`src/rtl/btn_event_if.sv`:
```
// Button event bundle between the front-panel button path and its consumers.
//   db          : debounced button level, 1 = pressed (asynchronous to clk)
//   press       : one-cycle pulse on each accepted press
//   release_evt : one-cycle pulse on each release
//   repeat_evt  : one-cycle pulse per auto-repeat event
//   held        : level, 1 while a press is being tracked
//   long_press  : level, 1 from the first repeat pulse until release
// The release/repeat events carry an _evt suffix because the bare words are
// SystemVerilog keywords.
// master : panel/consumer side (drives db, receives events)
// slave  : btn_event side (receives db, drives events)
interface btn_event_if;
  logic db;
  logic press;
  logic release_evt;
  logic repeat_evt;
  logic held;
  logic long_press;

  modport master (
    output db,
    input  press, release_evt, repeat_evt, held, long_press
  );

  modport slave (
    input  db,
    output press, release_evt, repeat_evt, held, long_press
  );
endinterface

```
`src/rtl/btn_event.sv`:
```
// Turns a debounced button level into discrete press / release / auto-repeat
// events for the slot machine front panel.
// Ports:
//   clk   : system clock, all state on the rising edge
//   rst_n : asynchronous active-low reset, clears every flop
//   bus   : btn_event_if.slave (db in; press, release_evt, repeat_evt,
//           held, long_press out)
// Parameters:
//   TICK_DIV     : clk cycles per timing tick
//   HOLD_TICKS   : ticks a press must be held before the first repeat
//   REPEAT_TICKS : ticks between successive repeats after the first
module btn_event #(
  parameter int TICK_DIV     = 100000,
  parameter int HOLD_TICKS   = 500,
  parameter int REPEAT_TICKS = 100
) (
  input  logic        clk,
  input  logic        rst_n,
  btn_event_if.slave  bus
);

  localparam int TDW = (TICK_DIV > 1) ? $clog2(TICK_DIV) : 1;
  localparam int HW  = (HOLD_TICKS > 1) ? $clog2(HOLD_TICKS) : 1;
  localparam int RW  = (REPEAT_TICKS > 1) ? $clog2(REPEAT_TICKS) : 1;

  localparam logic [TDW-1:0] TICK_LAST = TDW'(TICK_DIV - 1);
  localparam logic [HW-1:0]  HOLD_LAST = HW'(HOLD_TICKS - 1);
  localparam logic [RW-1:0]  REP_LAST  = RW'(REPEAT_TICKS - 1);

  typedef enum logic [1:0] {
    IDLE      = 2'd0,
    WAIT_HOLD = 2'd1,
    REPEATING = 2'd2
  } state_t;

  // Input stage: db_p0/db_p1 form the 2-flop synchronizer, db_p2 is the
  // previous synchronized level used for edge detection.
  logic db_p0, db_p1, db_p2;
  logic rise, fall;

  always_ff @(posedge clk or negedge rst_n) begin
    if (!rst_n) begin
      db_p0 <= 1'b0;
      db_p1 <= 1'b0;
      db_p2 <= 1'b0;
    end else begin
      db_p0 <= bus.db;
      db_p1 <= db_p0;
      db_p2 <= db_p1;
    end
  end

  assign rise = db_p1 & ~db_p2;
  assign fall = ~db_p1 & db_p2;

  // Free-running prescaler; button activity never restarts it, so the first
  // repeat lands anywhere within one tick period of its nominal time.
  logic [TDW-1:0] tick_cnt;
  logic           tick;

  assign tick = (tick_cnt == TICK_LAST);

  always_ff @(posedge clk or negedge rst_n) begin
    if (!rst_n) begin
      tick_cnt <= '0;
    end else if (tick) begin
      tick_cnt <= '0;
    end else begin
      tick_cnt <= tick_cnt + 1'b1;
    end
  end

  // Event FSM: state, counters and every event output are registered.
  state_t          state_q, state_d;
  logic [HW-1:0]   hold_q, hold_d;
  logic [RW-1:0]   rep_q, rep_d;
  logic            press_q, press_d;
  logic            rel_q, rel_d;
  logic            rpt_q, rpt_d;
  logic            long_q, long_d;

  always_ff @(posedge clk or negedge rst_n) begin
    if (!rst_n) begin
      state_q <= IDLE;
      hold_q  <= '0;
      rep_q   <= '0;
      press_q <= 1'b0;
      rel_q   <= 1'b0;
      rpt_q   <= 1'b0;
      long_q  <= 1'b0;
    end else begin
      state_q <= state_d;
      hold_q  <= hold_d;
      rep_q   <= rep_d;
      press_q <= press_d;
      rel_q   <= rel_d;
      rpt_q   <= rpt_d;
      long_q  <= long_d;
    end
  end

  always_comb begin
    state_d = state_q;
    hold_d  = hold_q;
    rep_d   = rep_q;
    press_d = 1'b0;
    rel_d   = 1'b0;
    rpt_d   = 1'b0;
    long_d  = long_q;

    // A fall outranks a tick arriving in the same cycle, so the release
    // cycle never carries a repeat pulse.
    if (state_q != IDLE && fall) begin
      rel_d   = 1'b1;
      long_d  = 1'b0;
      hold_d  = '0;
      rep_d   = '0;
      state_d = IDLE;
    end else begin
      case (state_q)
        IDLE: begin
          long_d = 1'b0;
          hold_d = '0;
          rep_d  = '0;
          if (rise) begin
            press_d = 1'b1;
            state_d = WAIT_HOLD;
          end
        end
        WAIT_HOLD: begin
          if (tick) begin
            if (hold_q == HOLD_LAST) begin
              rpt_d   = 1'b1;
              long_d  = 1'b1;
              hold_d  = '0;
              rep_d   = '0;
              state_d = REPEATING;
            end else begin
              hold_d = hold_q + 1'b1;
            end
          end
        end
        REPEATING: begin
          if (tick) begin
            if (rep_q == REP_LAST) begin
              rpt_d = 1'b1;
              rep_d = '0;
            end else begin
              rep_d = rep_q + 1'b1;
            end
          end
        end
        default: begin
          state_d = IDLE;
        end
      endcase
    end
  end

  assign bus.press       = press_q;
  assign bus.release_evt = rel_q;
  assign bus.repeat_evt  = rpt_q;
  assign bus.held        = (state_q != IDLE);
  assign bus.long_press  = long_q;

endmodule

```
`src/flat_wrapper.sv`:
```
// flat-port wrapper written by rule: the top's interface ports become plain ports
module btn_event_flat 
#(
  parameter int TICK_DIV     = 100000,
  parameter int HOLD_TICKS   = 500,
  parameter int REPEAT_TICKS = 100
)
  (clk, rst_n, bus_db, bus_press, bus_release_evt, bus_repeat_evt, bus_held, bus_long_press);
  btn_event_if bus_i ();
  input  logic clk;
  input  logic rst_n;
  input wire logic [$bits(bus_i.db)-1:0] bus_db;
  output wire logic [$bits(bus_i.press)-1:0] bus_press;
  output wire logic [$bits(bus_i.release_evt)-1:0] bus_release_evt;
  output wire logic [$bits(bus_i.repeat_evt)-1:0] bus_repeat_evt;
  output wire logic [$bits(bus_i.held)-1:0] bus_held;
  output wire logic [$bits(bus_i.long_press)-1:0] bus_long_press;
  assign bus_i.db = bus_db;
  assign bus_press = bus_i.press;
  assign bus_release_evt = bus_i.release_evt;
  assign bus_repeat_evt = bus_i.repeat_evt;
  assign bus_held = bus_i.held;
  assign bus_long_press = bus_i.long_press;
  btn_event #(.TICK_DIV(TICK_DIV), .HOLD_TICKS(HOLD_TICKS), .REPEAT_TICKS(REPEAT_TICKS)) u_core (.clk(clk), .rst_n(rst_n), .bus(bus_i));
endmodule
```
`config.mk`:
```
export PLATFORM = sky130hd
export DESIGN_NAME = btn_event_flat
export DESIGN_NICKNAME = d
export VERILOG_FILES = /design/src/rtl/btn_event_if.sv /design/src/rtl/btn_event.sv /design/src/flat_wrapper.sv
export SDC_FILE = /design/constraint.sdc
export NUM_CORES = 1
export LEC_CHECK = 0
export ABC_CLOCK_PERIOD_IN_PS = 3300
export CORE_ASPECT_RATIO = 0.5
export CORE_MARGIN = 2
export CORE_UTILIZATION = 60
export DETAILED_ROUTE_END_ITERATION = 16
export PLACE_DENSITY_LB_ADDON = 0.08
export SLEW_MARGIN = 20
export SYNTH_ARGS = -nofsm -noshare
export SYNTH_HDL_FRONTEND = slang
export SYNTH_SLANG_ARGS = --single-unit
```
`constraint.sdc`:
```
create_clock -name clk -period 3.3 [get_ports clk]
set_clock_uncertainty 0.2 [all_clocks]
set_input_delay 0.66 -clock clk [delete_from_list [all_inputs] [get_ports clk]]
set_output_delay 0.66 -clock clk [all_outputs]
set_load 0.1 [all_outputs]
```
* Yosys cells after proc, flatten, opt, wreduce, memory -nomap -nowiden
Index checks and enable logic that the tools add are counted.
** Word-level totals
- Output and inout bits :: 5
- Memories kept :: 0
- Flip-flop bits (word level) :: 42
- Bits in writable memories :: 0
- ROM bits :: 0
- Input bits :: 3
- Bits in latches :: 0
** Operators by class
- Shift-type cells :: 0
- $lt $le $gt $ge :: 0
- $add $sub $neg :: 3
- Bitwise gates (word level) :: 4
- Mux-type cells :: 30
- Div/mod/pow operators :: 0
- Multiply operators :: 0
- Equal/unequal tests :: 10
- Reductions and logical operators :: 9
** Operators with widths (number)
- $mux W7 :: 5
- $mux W9 :: 3
- $pmux W7 S3 :: 1
- $pmux W9 S2 :: 1
- $add A17 B1 Y17 const B :: 1
- $eq A17 B17 Y1 const B :: 1
- $mux W17 :: 1
- $mux W1 :: 12
- $ne A3 B1 Y1 const B :: 4
- $add A9 B1 Y9 const B :: 1
- $eq A9 B9 Y1 const B :: 1
- $mux W2 :: 4
- $reduce_and A4 Y1 :: 2
- $add A7 B1 Y7 const B :: 1
- $eq A7 B7 Y1 const B :: 1
- $pmux W2 S3 :: 1
- $pmux W1 S2 :: 2
- $reduce_bool A4 Y1 :: 1
- $reduce_and A3 Y1 :: 1
- $reduce_bool A3 Y1 :: 1
- $and A1 B1 Y1 :: 2
- $eq A2 B1 Y1 const B :: 1
- $eq A2 B2 Y1 const B :: 1
- $logic_not A2 Y1 :: 1
- 5 further kinds :: 6

* Depth between registers and ports, before layout
- Depth in word-level cells :: 5
- Depth in mapped cells :: 9
- Depth with buffers taken out :: 7

* Worst setup path after synthesis
Ideal clock, no wire load.
- Path kind :: register -> register
- Start point :: register u_core.state_q[0]
- End point :: register u_core.rep_q[5]
- Library setup time :: 0.104 ns
- Arrival time :: 2.143 ns
- Setup slack :: 0.853 ns
- Cell stages (with the launch flop) :: 10
- Clock period less this slack :: 2.447 ns
- Required time :: 2.996 ns
- Path through :: dfrtp_1 inv_1 ha_1 or3b_2 buf_6 nand2_2 o221ai_2 or2_0 buf_2 o41ai_2
** On the way
- Cells in the longest elaborated chain, start to end :: 4
- Elaborated cells on any way between the ends :: 12
** Ends and longest elaborated chain
- start, declared :: RTL line btn_event.sv:74 : state_t state_q, state_d;
- start signal, assigned :: RTL line btn_event.sv:92 : state_q <= state_d;
- $reduce_bool A2 Y1 :: RTL line btn_event.sv:113 : if (state_q != IDLE && fall) begin
- $logic_and A1 B1 Y1 :: RTL line btn_event.sv:113
- $ne A3 B1 Y1 (no source line) / $reduce_bool A4 Y1 (equally long branches)
- $reduce_and A4 Y1 (no source line)
- end signal, assigned :: RTL line btn_event.sv:94 : rep_q <= rep_d;
- end, declared :: RTL line btn_event.sv:76 : logic [RW-1:0] rep_q, rep_d;
Parallel ways exist; a longest one is shown, timed or not.
A chain may end at the register's enable or synchronous reset.

* Worst setup path in the final report
- Start point :: register u_core.state_q[1]
- End point :: register u_core.rep_q[5]
Same word-level chain as after synthesis.

==> flow_summary_export.csv <==
group,metric,value,unit
cells_and_area,regArea,1050,um2
setup_path,path_max_fanout,9,
sta,setup_viol,0,
synthesis,yosysTopAreaCell,"dfrtp_1",
cts,postCtsHoldBufs,0,
routing,via_per_inst,5.73,
routing,dr.first_iter.drc_count,86,
cts,cts_sinks,42,
sta,rsz0062_at_grt,"no",
cells_and_area,num_antenna_cells,0,
job,drv_cap,0,
cts,ctsRootBufferMaster,"clkbuf_8",
floorplan,core_area,3420,um2
floorplan,die_h,46.2,um
synthesis,ys_seq_area_share,49.3,%
place,port_buffers,7,
grt,track_usage,22.1,%
grt,grt_pass1_vias,1514,
setup_path,critPathKind,"flip-flop to flip-flop",
sta,fin_crit,2.67,ns
synthesis,syn_area_per_cell,10.2,um2
synthesis,synthCells,209,
cts,htree_levels,2,
synthesis,synthMuxAreaShare,1.06,%
place,place_congestion,0.828,
cells_and_area,stdcell_count,274,
cts,cts_setup_buffers,0,
cts,tritoncts,"yes",
cells_and_area,fin_area,2350,um2
cts,cts_made_buffers,5,
cells_and_area,n_fill_cell,270,
cts,clk_pin_slew,0.08,ns
setup_path,crit_path_end_kind,"flip-flop",
synthesis,yosysWarnings,0,
setup_path,critPathArrivalTime,2.67,ns
place,post-place-ws,0.678,ns
grt,antenna_found_initial,0,
routing,route.detailed.drc,0,
routing,postRouteAntennaNets,0,
floorplan,die_area,4080,um2
grt,grt_max_degree,43,
power,power,1.24,mW
floorplan,rows,15,
routing,dr.pass1.iters,4,
cells_and_area,drive_gt1_share,14.3,%
place,dpl.cell_count,266,
synthesis,yosys.area_share.simple,24.7,%
cells_and_area,nNetsFinal,232,
synthesis,synth_top_area_share,49.3,%
synthesis,synth_cell_types,44,
cts,clkLatencyLatePin,0.29,ns
min_path,hp-class,"flip-flop to flip-flop",
sta,worst_slack,0.629,ns
power,ir_drop,0.273,mV
sta,tns,0,ns
sta,max-slew-margin-rel,40.3,%
synthesis,synthAdderAreaFrac,4.11,%
synthesis,syn-num-nets,219,
routing,routed_wl,3890,um
cts,cts_buffer_depth,2,
synthesis,synth_top_family_by_area,"simple AND/OR/NAND/NOR gates",
sta,fin_crit_sh,81.0,%
sta,hold_violations,0,
sta,fmax,374,MHz
cells_and_area,final_cell_mix,"42 x dfrtp_1, 23 x nand3_1, 18 x nand2_1, 18 x o21ai_0, 15 x nor2_1",
power,power.density,526,nW/um2
synthesis,synth_compound_area_share,12.6,%
cells_and_area,post-route-util,68.9,%
cts,cts_resized,0,
synthesis,ys_ff_latch,42,
setup_path,cp-start-kind,"flip-flop",
synthesis,synth_area,2130,um2
cells_and_area,final_common_cell,"dfrtp_1",
synthesis,synth_edf_count,0,
sta,holdWs,0.165,ns
grt,grt_overflow,0,
sta,maxSlewViolCount,0,
synthesis,synth_ff_type,"dfrtp_1",
routing,wl_per_cell,14.2,um
floorplan,start_util,62.5,%
sta,tightestPinTransition,0.896,ns
setup_path,critPathRequiredTime,3.30,ns
routing,vias,1570,
floorplan,die_w,88.3,um
place,post-dp-hpwl,2780,um
cells_and_area,syn_to_final_growth,10.4,%
floorplan,num_io_pins,8,
synthesis,synth_xor_area_share,6.16,%
power,leakage,1.03,nW
cells_and_area,multi_input_area,1040,um2
status,status,"finished clean",
synthesis,async_flop_share,100,%
synthesis,synth_area_leaders,"dfrtp_1 49%, nand3_1 5.4%, o21ai_0 4.2%",
place,placed_area,2240,um2
grt,grt_pass1_wl,6710,um
==> cells by family after synthesis <==
logic type      after synthesis
mux                           2
simple gates                 92
xor+xnor                     15
flops                        42
compound gates               41
buf+inv                      10
fa+ha+maj                     7
==> final cells by class <==
cell class                 instances  share of cell area (%)
timing repair buffer               9                    2.87
clock inverter                     2                    1.59
tap                               51                    2.71
multi-input combinational        157                    44.0
sequential                        42                    44.6
inverter                           7                    1.12
clock buffer                       6                    3.08
==> routing by layer <==
metal	vias to the layer above	wire, um	global-route usage (%)
li1	778	-	-
met1	766	1980	29.6
met2	21	1730	35.5
met3	5	148	6.09
met4	0	40	7.58
met5	-	0	0
==> cell usage after synthesis, drive strengths merged (3+ instances only) <==
library cell and n:
nor2b 3, nor3 3, nor2 15, nand4 3, ha 7, inv 7, a31oi 3, nand2 19
xor2 6, and3 7, nand3 23, dfrtp 42, o311ai 4, o21ai 20, and4 3, a21oi 7
xnor2 9
==> critical path, stage by stage, from the launching register on <==
cell and delay [ns]:
dfrtp_1 0.38, inv_1 0.09, ha_1 0.22, or3b_2 0.56, nand2_2 0.21, o221ai_2 0.21
or2_0 0.38, o41ai_2 0.31
==> report_power, final <==
part	switching, mW	internal [mW]	leakage, nW
clock network	0.180	0.226	0.0514
logic	0.223	0.0774	0.412
registers	0.00640	0.526	0.562
==> registers in the layout (all words and copies together) (netlist names) <==
register / cells
u_core.tick_cnt: 17
u_core.hold_q: 9
u_core.rep_q: 7
u_core.state_q: 2
u_core.bus.long_press: 1
u_core.bus.press: 1
u_core.bus.release_evt: 1
u_core.bus.repeat_evt: 1
u_core.db_p0: 1
u_core.db_p1: 1
u_core.db_p2: 1
==> path summary, 6_finish.rpt <==
kind | start | end | slack (ns) | cells past startpoint
hold reg to reg | u_core.db_p0$_DFF_PN0_ | u_core.db_p1$_DFF_PN0_ | 0.16 | 0
max in group asynchronous | rst_n | u_core.tick_cnt[1]$_DFF_PN0_ | 2.06 | 1
setup reg to reg | u_core.state_q[1]$_DFFE_PN0P_ | u_core.rep_q[5]$_DFFE_PN0P_ | 0.63 | 7
setup / recovery | u_core.state_q[1]$_DFFE_PN0P_ | u_core.rep_q[5]$_DFFE_PN0P_ | 0.63 | 7
hold / removal | u_core.db_p0$_DFF_PN0_ | u_core.db_p1$_DFF_PN0_ | 0.16 | 0
min in group asynchronous | rst_n | u_core.hold_q[6]$_DFFE_PN0P_ | 0.28 | 1
No activity file was read; power rests on OpenSTA's default activity.
